==> src/rtl/sr_mdu_if.sv <==
// Handshake and operand bus between the control/execute stage and sr_mdu.
// master: the execute stage (drives the request, sees busy/done/result).
// slave : the multiply/divide unit.
interface sr_mdu_if;
  logic        start;
  logic [1:0]  op;
  logic [31:0] srcA;
  logic [31:0] srcB;
  logic        busy;
  logic        done;
  logic [31:0] result;

  modport master (output start, op, srcA, srcB, input busy, done, result);
  modport slave  (input start, op, srcA, srcB, output busy, done, result);
endinterface

==> src/rtl/sr_mdu.sv <==
// sr_mdu: iterative RV32M MUL / MULHU / DIVU / REMU unit, one step per cycle.
// Shift-add multiply and restoring divide share one 32-bit accumulator
// (hi / rem) and one 32-bit shift register (lo / quo); 32 steps per op.
// Optional feature macro: SR_MDU_FASTPATH_EN -- when defined, requests with
// a zero operand skip RUN and complete straight from IDLE.
module sr_mdu (
  input  logic clk,
  input  logic rst_n,
  sr_mdu_if.slave bus
);

  typedef enum logic [1:0] {S_IDLE, S_RUN, S_DONE} state_t;

  state_t      state_q, state_d;
  logic [4:0]  cnt_q;
  logic [1:0]  op_q;
  // Multiply keeps the multiplicand here, divide keeps the divisor.
  logic [31:0] opnd_q;
  // acc: hi (multiply) / rem (divide); sh: lo (multiply) / quo (divide).
  logic [31:0] acc_q;
  logic [31:0] sh_q;
  logic [31:0] res_q;

  // Single-step datapath, evaluated every cycle from the current registers.
  logic        is_div;
  logic [32:0] mul_sum;
  logic [31:0] mul_acc, mul_sh;
  logic [32:0] rem_s;
  logic        div_ge;
  logic [31:0] div_acc, div_sh;
  logic [31:0] step_acc, step_sh, step_res;

  assign is_div  = op_q[1];

  // Multiply: add A when lo[0] is set, then shift {sum,lo} right by one.
  assign mul_sum = {1'b0, acc_q} + (sh_q[0] ? {1'b0, opnd_q} : 33'd0);
  assign mul_acc = mul_sum[32:1];
  assign mul_sh  = {mul_sum[0], sh_q[31:1]};

  // Divide: shift {rem,quo} left, subtract B when it fits. rem stays below B
  // after every step, so a 32-bit accumulator plus the 33-bit shifted view is
  // enough. B=0 always "fits", which yields quo=all ones and rem=A for free.
  assign rem_s   = {acc_q, sh_q[31]};
  assign div_ge  = rem_s >= {1'b0, opnd_q};
  assign div_acc = div_ge ? (rem_s[31:0] - opnd_q) : rem_s[31:0];
  assign div_sh  = {sh_q[30:0], div_ge};

  assign step_acc = is_div ? div_acc : mul_acc;
  assign step_sh  = is_div ? div_sh  : mul_sh;
  // op[0] selects the upper/remainder half for both MULHU and REMU.
  assign step_res = op_q[0] ? step_acc : step_sh;

  // Zero-operand shortcut decode (constant off in the default build).
  logic        fast;
  logic [31:0] fast_res;
`ifdef SR_MDU_FASTPATH_EN
  always_comb begin
    fast     = (bus.srcA == 32'd0) || (bus.srcB == 32'd0);
    fast_res = 32'd0;
    if (bus.op[1] && (bus.srcB == 32'd0))
      fast_res = bus.op[0] ? bus.srcA : 32'hFFFF_FFFF;
  end
`else
  assign fast     = 1'b0;
  assign fast_res = 32'd0;
`endif

  // State register.
  always_ff @(posedge clk or negedge rst_n) begin
    if (!rst_n) state_q <= S_IDLE;
    else        state_q <= state_d;
  end

  // Next-state logic: IDLE -> RUN (or DONE on shortcut) -> DONE -> IDLE.
  always_comb begin
    state_d = state_q;
    case (state_q)
      S_IDLE: if (bus.start) state_d = fast ? S_DONE : S_RUN;
      S_RUN:  if (cnt_q == 5'd31) state_d = S_DONE;
      S_DONE: state_d = S_IDLE;
      default: state_d = S_IDLE;
    endcase
  end

  // Operand capture, per-step update and result load.
  always_ff @(posedge clk or negedge rst_n) begin
    if (!rst_n) begin
      cnt_q  <= 5'd0;
      op_q   <= 2'd0;
      opnd_q <= 32'd0;
      acc_q  <= 32'd0;
      sh_q   <= 32'd0;
      res_q  <= 32'd0;
    end else begin
      case (state_q)
        S_IDLE: if (bus.start) begin
          op_q   <= bus.op;
          opnd_q <= bus.op[1] ? bus.srcB : bus.srcA;
          sh_q   <= bus.op[1] ? bus.srcA : bus.srcB;
          acc_q  <= 32'd0;
          cnt_q  <= 5'd0;
          if (fast) res_q <= fast_res;
        end
        S_RUN: begin
          acc_q <= step_acc;
          sh_q  <= step_sh;
          cnt_q <= cnt_q + 5'd1;
          if (cnt_q == 5'd31) res_q <= step_res;
        end
        default: ;
      endcase
    end
  end

  // Status outputs decode straight from registered state.
  assign bus.busy   = (state_q != S_IDLE);
  assign bus.done   = (state_q == S_DONE);
  assign bus.result = res_q;

endmodule
==> src/flat_wrapper.sv <==
// flat-port wrapper written by rule: the top's interface ports become plain ports
module sr_mdu_flat 
  (clk, rst_n, bus_start, bus_op, bus_srcA, bus_srcB, bus_busy, bus_done, bus_result);
  sr_mdu_if bus_i ();
  input  logic clk;
  input  logic rst_n;
  input wire logic [$bits(bus_i.start)-1:0] bus_start;
  input wire logic [$bits(bus_i.op)-1:0] bus_op;
  input wire logic [$bits(bus_i.srcA)-1:0] bus_srcA;
  input wire logic [$bits(bus_i.srcB)-1:0] bus_srcB;
  output wire logic [$bits(bus_i.busy)-1:0] bus_busy;
  output wire logic [$bits(bus_i.done)-1:0] bus_done;
  output wire logic [$bits(bus_i.result)-1:0] bus_result;
  assign bus_i.start = bus_start;
  assign bus_i.op = bus_op;
  assign bus_i.srcA = bus_srcA;
  assign bus_i.srcB = bus_srcB;
  assign bus_busy = bus_i.busy;
  assign bus_done = bus_i.done;
  assign bus_result = bus_i.result;
  sr_mdu u_core (.clk(clk), .rst_n(rst_n), .bus(bus_i));
endmodule
==> config.mk <==
export PLATFORM = sky130hd
export DESIGN_NAME = sr_mdu_flat
export DESIGN_NICKNAME = d
export VERILOG_FILES = /design/src/rtl/sr_mdu_if.sv /design/src/rtl/sr_mdu.sv /design/src/flat_wrapper.sv
export SDC_FILE = /design/constraint.sdc
export NUM_CORES = 1
export LEC_CHECK = 0
export ABC_AREA = 1
export BUFFER_PORTS_ARGS = -buffer_cell sky130_fd_sc_hd__buf_2
export CAP_MARGIN = 20
export CORE_MARGIN = 4
export CORE_UTILIZATION = 35
export CTS_CLUSTER_SIZE = 25
export DETAILED_ROUTE_END_ITERATION = 10
export GPL_TIMING_DRIVEN = 0
export HOLD_SLACK_MARGIN = 0.12
export PLACE_DENSITY = 0.61
export SYNTH_ARGS = -nofsm -noshare
export SYNTH_HDL_FRONTEND = slang
export SYNTH_SLANG_ARGS = --single-unit
==> constraint.sdc <==
create_clock -name clk -period 2.6 [get_ports clk]
set_input_delay 0.26 -clock clk [delete_from_list [all_inputs] [get_ports clk]]
set_output_delay 0.26 -clock clk [all_outputs]
set_load 0.1 [all_outputs]
* Yosys cells after proc, flatten, opt, wreduce, memory -nomap -nowiden
Index checks and enable logic that the tools add are counted.
Word-level totals: bits in registers 137, input port bits 69, output and inout port bits 34, logic and storage cells 39
Cells by class: add/sub/neg operators 3, $lt $le $gt $ge 1, eq/ne operators 5, multiplexer cells 16, reduce and logical (&&, ||, !) cells 7
Operators by type and width (count):
- $mux 32 | 9
- $pmux 32 s2 | 2
- $add 32x33->33 | 1
- $ge 33x32->1 | 1
- $sub 32x32->32 | 1
- $pmux 5 s2 | 1
- $reduce_and 2->1 | 4
- $add 5x1->5 const B | 1
- $eq 5x5->1 const B | 1
- $mux 5 | 1
- $mux 2 | 2
- $pmux 2 s2 | 1
- $reduce_bool 2->1 | 2
- $eq 2x1->1 const B | 1
- $eq 2x2->1 const B | 1
- $logic_not 2->1 | 1
- $ne 2x1->1 const B | 1
- $ne 2x2->1 const B | 1

* Logic depth before layout (Yosys ltp)
Gate-level depths: netlist of the first run.
word-level depth 4, mapped depth 20, gate-level depth less buffers 18

* Worst setup path before layout of the first run
Ideal clock, no wire load.
path kind flip-flop to flip-flop, start point register u_core.sh_q[0], end point register u_core.res_q[15] (netlist: u_core.bus.result[15]), library setup time 0.120 ns, data arrival time 2.393 ns, data required time 2.480 ns, path slack 0.087 ns, cell stages (with the launch flop) 20, path buffers 2, clock period less this slack 2.513 ns, cell sequence dfrtp_1 clkbuf_1 clkbuf_1 nand2_1 inv_1 ha_1 inv_1 fa_1 inv_1 nand3_1 nand3_1 nand2_1 nand2_1 nand2_1 nand2_1 a21oi_1 o21ai_0 nand4_1 nand2_1 nand2_1
On the way: word-level cells in the longest chain between the ends 4
RTL lines:
- from (decl) | line sr_mdu.sv:21 | logic [31:0] sh_q;
- from (signal assigned) | line sr_mdu.sv:99 | sh_q <= bus.op[1] ? bus.srcA : bus.srcB;
- from (signal assigned) | line sr_mdu.sv:106 | sh_q <= step_sh;
- $mux 32 | line sr_mdu.sv:36 | assign mul_sum = {1'b0, acc_q} + (sh_q[0] ? {1'b0, opnd_q} : 33'd0);
- $add 32x33->33 | line sr_mdu.sv:36
- $mux 32 | line sr_mdu.sv:48 | assign step_acc = is_div ? div_acc : mul_acc;
- $mux 32 | line sr_mdu.sv:51 | assign step_res = op_q[0] ? step_acc : step_sh;
- to (signal assigned) | line sr_mdu.sv:102 | if (fast) res_q <= fast_res;
- to (signal assigned) | line sr_mdu.sv:108 | if (cnt_q == 5'd31) res_q <= step_res;
- to (decl) | line sr_mdu.sv:22 | logic [31:0] res_q;
No other way between the ends. A chain may end at the register's enable or synchronous reset.

* Worst setup path after layout of the first run
Same ends and word-level chain as after synthesis.

==> results of run 1 <==
synthesized netlist by cell type (11+ instances only):
library cell	count	area share
nand4_1	76	0.037
o221ai_1	11	0.0076
a21oi_1	58	0.023
inv_1	390	0.12
clkbuf_1	60	0.018
nand3_1	111	0.044
nor2_1	122	0.036
nand2_1	834	0.25
a31oi_1	14	0.0069
ha_1	66	0.065
a221oi_1	16	0.011
dfrtp_1	137	0.27
o211ai_1	21	0.012
xor2_1	15	0.010
o21ai_0	131	0.052
layout by cell type, fill, tap and decap left out, types with 15 or more instances in the layout:
master         count
buf_2            103
a221oi_1          16
nand2_1          741
ha_4              54
a21oi_2           16
dfrtp_1          102
inv_2             30
clkbuf_16         20
nor2_4            20
nor2_2            18
nand3_2           24
inv_1            359
nand3_1           84
dlygate4sd3_1     29
a21oi_1           38
nor2_1            87
o21ai_0          119
clkbuf_1          51
nand2_4           29
nand4_1           76
buf_4             69
xor2_1            15
nand2_2           66
dfrtp_2           35
o211ai_1          21
stage by stage:
stage | worst slack (ns) | instance area, µm² | setup TNS, ns | hold slack (ns) | cells
floorplan | 0.08742 | 12680 | 0 | -0.03559 | 2143
global placement | -1.516 | 13770 | -168.51 | 0.4612 | 2706
detailed placement | -1.604 | 13800 | -70.39 | 0.2711 | 2707
CTS | -0.1369 | 16200 | -0.6227 | 0.1201 | 2804
global route | -0.2049 | 17040 | -3.394 | 0.1549 | 2842
finish | -0.1257 | 17040 | -1.223 | 0.1227 | 2842
state kept, by name, summed over array words and instances (netlist names):
name and count:
u_core.acc_q 32, u_core.bus.result 32, u_core.cnt_q 5, u_core.op_q 2
u_core.opnd_q 32, u_core.sh_q 32, u_core.state_q 2
layer usage:
layer | GRT usage | vias to the layer above
met5 | 0 | -
met3 | 0.03931 | 123
met4 | 0.1252 | 0
met2 | 0.4684 | 538
li1 | - | 7218
met1 | 0.3470 | 6932
worst max-delay path, cell delays in order, from the launching register on:
cell and delay (ns):
dfrtp_2 0.49, clkbuf_16 0.21, nand2_4 0.04, inv_2 0.06, ha_4 0.14, inv_2 0.04, fa_2 0.35, clkinv_4 0.10
nand3_4 0.07, nand3_4 0.10, nand2_4 0.06, nand2_4 0.09, nand2_2 0.07, nand2_2 0.09, a21oi_1 0.08, o21ai_2 0.12
nand4_1 0.23, nand2_1 0.18, nand2_1 0.06
layout make-up:
type,instances,area (µm²)
plain buffers,75,386.6
clock buffers,17,425.4
clock inverters,15,142.6
fillers,3593,18610
inverters,392,1481
multi-input cells,1538,9125
flip-flops and latches,137,3472
well taps,461,576.8
repair buffers,207,1433
final timing paths:
check	from	to	slack [ns]	cells after the start
worst max-delay path	u_core.sh_q[0]	u_core.bus.result[15]	-0.13	18
worst min-delay path	bus_srcB[23]	u_core.opnd_q[23]	0.12	3
worst max register to register	u_core.sh_q[0]	u_core.bus.result[15]	-0.13	18
worst min register to register	u_core.bus.result[23]	u_core.bus.result[23]	0.47	2
max in group asynchronous	rst_n	u_core.acc_q[2]	1.39	3
min in group asynchronous	rst_n	u_core.opnd_q[27]	0.34	2
timing repair:
action	CTS	global route
gates resized for setup	269	171
endpoints found under the hold margin	78	0
pin swaps	88	99
hold buffers	29	0
gates cloned	2	1
setup buffers	35	37
setup endpoints to repair	86	67
cells by family (layout without fill, tap and decap cells):
group	Yosys count	in the layout	synth area share
compound gates	269	269	0.1237
xor+xnor	15	15	0.01036
fa+ha+maj	68	68	0.06826
buf+inv	468	706	0.1398
flops	137	137	0.2703
mux	7	7	0.005525
simple gates	1179	1179	0.3821
==> impl_metrics.json, run 1 <==
{
  "ys_seq_area_frac": 0.2703,
  "clock_skew_ns": 0.01068,
  "drtIter0Drc": 1166,
  "synth_cells": 2143,
  "cp-end-kind": "register",
  "async_flop_share": 1.000,
  "arrival_ns": 3.07,
  "h-tree-depth": 4,
  "max_slew_margin": 0.3186,
  "dp_hpwl_mm": 43.54,
  "overflow": 0,
  "wl_met2_mm": 26.52,
  "n_antenna_cell": 0,
  "routed-wl-met3_mm": 3.300,
  "finalCritPeriodShare": 1.048,
  "grt_max_degree": 80,
  "ys_ff_latch": 137,
  "core_um2": 35660,
  "synth-edff-count": 0,
  "die_w_um": 198.4,
  "finalHoldViolations": 0,
  "ctsRootBufferMaster": "clkbuf_16",
  "io_pins": 103,
  "finalSetupViolCount": 20,
  "wl_per_cell_um": 19.52,
  "io_buffer_count": 102,
  "yosysWarnings": 0,
  "finalCriticalPeriod_ns": 2.726,
  "grt_pass1_wl_mm": 82.61,
  "syn-mean-instance-area_um2": 5.919,
  "worstSetupStartpointType": "register",
  "synth_ff_type": "dfrtp_1",
  "clk_pin_slew_ns": 0.06,
  "die_h_um": 198.4,
  "cts_tree": "done",
  "syn_to_final_growth_pct": 34.37,
  "clock_latency_ns": 0.45,
  "rsz0062_at_grt": "true",
  "wl_met1_mm": 23.15,
  "final_antenna_net_count": 0,
  "routed_wirelength_mm": 55.47,
  "gp_congestion": 1.039,
  "drc_errors": 0,
  "cts_buffers": 17,
  "fin_ws_ns": -0.1257,
  "hp-class": "primary input to register",
  "worst_slew_pin_slew_ns": 1.022,
  "final_nets": 2505,
  "cts.sinks": 137,
  "ys_types": 37,
  "num_vias": 14810,
  "track_usage": 0.2756,
  "grt_pass1_vias": 14670,
  "cp_max_fo": 5,
  "start_util": 0.3557,
  "synth_fp_nets": 2280,
  "drive_gt1_frac": 0.2365,
  "syn_area_um2": 12680,
  "failed_checks": "negative setup slack",
  "status": "finished, violations left",
  "clockBufferDepth": 2,
  "final_core_utilization": 0.4780,
  "fmax_mhz": 366.9,
  "die_area_um2": 39350,
  "viasPerCell": 5.211,
  "top_layer": "met4",
  "crit_required_ns": 2.94,
  "slew_viol_final": 0,
  "antenna_found_initial": 0,
  "crit_type": "register to register",
  "dr.pass1.iters": 6,
  "maxCapViolCount": 0,
  "rows": 69
}
Power of run 1 is left out: the tool's default activity adds up to more than one toggle a clock period on the data nets, which glitch-free logic cannot reach.
==> run 2: changes to the inputs <==
--- a/config.mk
+++ b/config.mk
@@ -8,6 +8,7 @@
 export ABC_AREA = 1
 export BUFFER_PORTS_ARGS = -buffer_cell sky130_fd_sc_hd__buf_2
 export CAP_MARGIN = 20
+export CORE_ASPECT_RATIO = 1.25
 export CORE_MARGIN = 4
 export CORE_UTILIZATION = 35
 export CTS_CLUSTER_SIZE = 25
==> constraint.sdc (replaced) <==
create_clock -name clk -period 2.3 [get_ports clk]
set_input_delay 0.23 -clock clk [delete_from_list [all_inputs] [get_ports clk]]
set_output_delay 0.23 -clock clk [all_outputs]
set_load 0.1 [all_outputs]
==> run 2 against run 1 <==
The run still ends with negative setup slack left. Die area hardly changed. Cell count is 2.1% higher. Sequential cell count stayed put. Count of clock-buffer cells in the layout is 3 higher. First-iteration DRC count is 1.0% lower. Via count is 3.4% higher. Routed wire length is 4.1% higher. Worst hold slack better by 0.015 ns. Maximum frequency is 0.77% higher. Register-to-register slack worse by 0.28 ns. Setup slack worse by 0.28 ns. Critical path type unchanged. Critical endpoint is now u_core.bus.result[13].
==> impl_metrics.json, run 2 (synthesis results as in run 1) <==
{
  "drtIter0Drc": 1154,
  "multi_input_area_um2": 9403,
  "final_cell_mix": "724 x nand2_1, 351 x inv_1, 119 x o21ai_0, 105 x buf_4, 105 x buf_2",
  "h-tree-depth": 4,
  "startpoint": "u_core.sh_q[0]",
  "clk_pin_slew_ns": 0.06,
  "syn_to_final_growth_pct": 39.60,
  "die_w_um": 178.3,
  "layout.area.seq_um2": 3478,
  "ctsRootBufferMaster": "clkbuf_16",
  "track_usage": 0.2863,
  "status": "finished, violations left",
  "die_h_um": 220.8,
  "cts_tree": "done",
  "final_common_cell": "nand2_1",
  "cts.sinks": 137,
  "io_buffer_count": 102,
  "failed_checks": "negative setup slack",
  "cpPeakStageDelay_ns": 0.35,
  "grt_pass1_wl_mm": 85.90,
  "antenna_found_initial": 0,
  "cp-end-kind": "register",
  "fmax_mhz": 369.7,
  "worstSetupStartpointType": "register",
  "rows": 77,
  "hp-start": "bus_srcA[19]",
  "core_um2": 35550,
  "finalCritPeriodShare": 1.176,
  "drc_errors": 0,
  "grt_max_degree": 85,
  "dr.pass1.iters": 6,
  "cp_max_fo": 6,
  "io_pins": 103,
  "rsz0062_at_grt": "true",
  "start_util": 0.3568,
  "hp-class": "primary input to register",
  "rrSetupSlack_ns": -0.40,
  "rr_endpoint": "u_core.bus.result[13]",
  "fillers": 3523,
  "final_antenna_net_count": 0,
  "finalHoldViolations": 0,
  "arrival_ns": 3.06,
  "final_nets": 2552,
  "dp_hpwl_mm": 44.10,
  "gp_congestion": 1.029,
  "die_area_um2": 39370,
  "finalCriticalPeriod_ns": 2.705,
  "slew_viol_final": 0,
  "maxCapViolCount": 0,
  "rr_startpoint": "u_core.sh_q[0]",
  "clock_skew_ns": 0.009276,
  "path_cells": "buf_8 > clkbuf_16 > nand2_4 > inv_2 > ha_4 > inv_2 > fa_2 > clkinv_4 > nand2_2 > nand3b_1 > nand2_2 > nand2_4 > buf_4 > a21oi_2 > o21ai_2 > nand4_1 > nand2_1 > nand2_1",
  "min_to": "u_core.opnd_q[19]",
  "clockBufferDepth": 2,
  "fin_ws_ns": -0.4047,
  "grt_pass1_vias": 15210,
  "worst_slew_pin_slew_ns": 1.004,
  "overflow": 0,
  "clock_latency_ns": 0.47,
  "viasPerCell": 5.280,
  "final_core_utilization": 0.4980,
  "drive_gt1_frac": 0.2700,
  "holdPathStages": 5,
  "num_vias": 15320,
  "routed_wirelength_mm": 57.76,
  "finalSetupViolCount": 62,
  "slowest_stage": "dfrtp_1",
  "r2r_cells": 18,
  "wl_per_cell_um": 19.91,
  "cts_buffers": 17,
  "crit_required_ns": 2.66,
  "crit_type": "register to register",
  "max_slew_margin": 0.3308
}
-- run 2: worst max path at each step --
stage,cells past startpoint,to
2_1_floorplan,19,u_core.bus.result[15]
3_3_place_gp,19,u_core.bus.result[15]
3_5_place_dp,19,u_core.bus.result[15]
4_1_cts,20,u_core.bus.result[31]
5_1_grt,17,u_core.bus.result[16]
6_report,18,u_core.bus.result[13]
-- run 2: area by class of cell --
cell class              count  area share
plain buffers              76     0.02233
clock inverters            10    0.005512
repair buffers            253      0.1017
inverters                 392     0.08353
flip-flops and latches    137      0.1965
well taps                 474     0.03350
clock buffers              20     0.02579
diodes                      1   0.0001413
multi-input cells        1538      0.5311
-- run 2: critical path, delay by kind of cell, from the launching register on --
family                   cells  cell delay, ns
buffers and inverters        6            0.66
adder cells (fa/ha/maj)      2            0.48
AO/OA/AOI/OAI                2            0.16
flip-flops                   1            0.35
AND/OR/NAND/NOR              8            0.92
-- run 2: timing repair --
action                                  in CTS  in global routing
gates resized for setup                    362                153
setup buffers                               70                 40
hold buffers                                39                  0
endpoints found under the setup margin     116                103
cloned                                       1                  0
pin swaps                                   89                 92
hold endpoints to repair                    82                  0
-- run 2: per-layer routing --
layer  GRT usage  part of all wire  up-vias
met1      0.3446              0.39     7181
met2      0.4931              0.49      624
met5           0                 0        -
li1            -                 -     7315
met3     0.03260             0.056      197
met4      0.1583             0.063        0
-- run 2: through the flow --
stage	hold slack, ns	setup TNS (ns)	setup slack, ns	cells	area, µm²
after detailed placement	0.2135	-59.44	-1.185	2720	13830
final	0.1372	-11.85	-0.4047	2901	17710
after global routing	0.1409	-18.83	-0.4783	2900	17700
after global placement	0.4622	-196.37	-1.137	2719	13800
after CTS	0.1228	-9.731	-0.3648	2860	16910
after floorplan	-0.06559	0	0.007929	2143	12690
Power of run 2 is left out for the same reason.
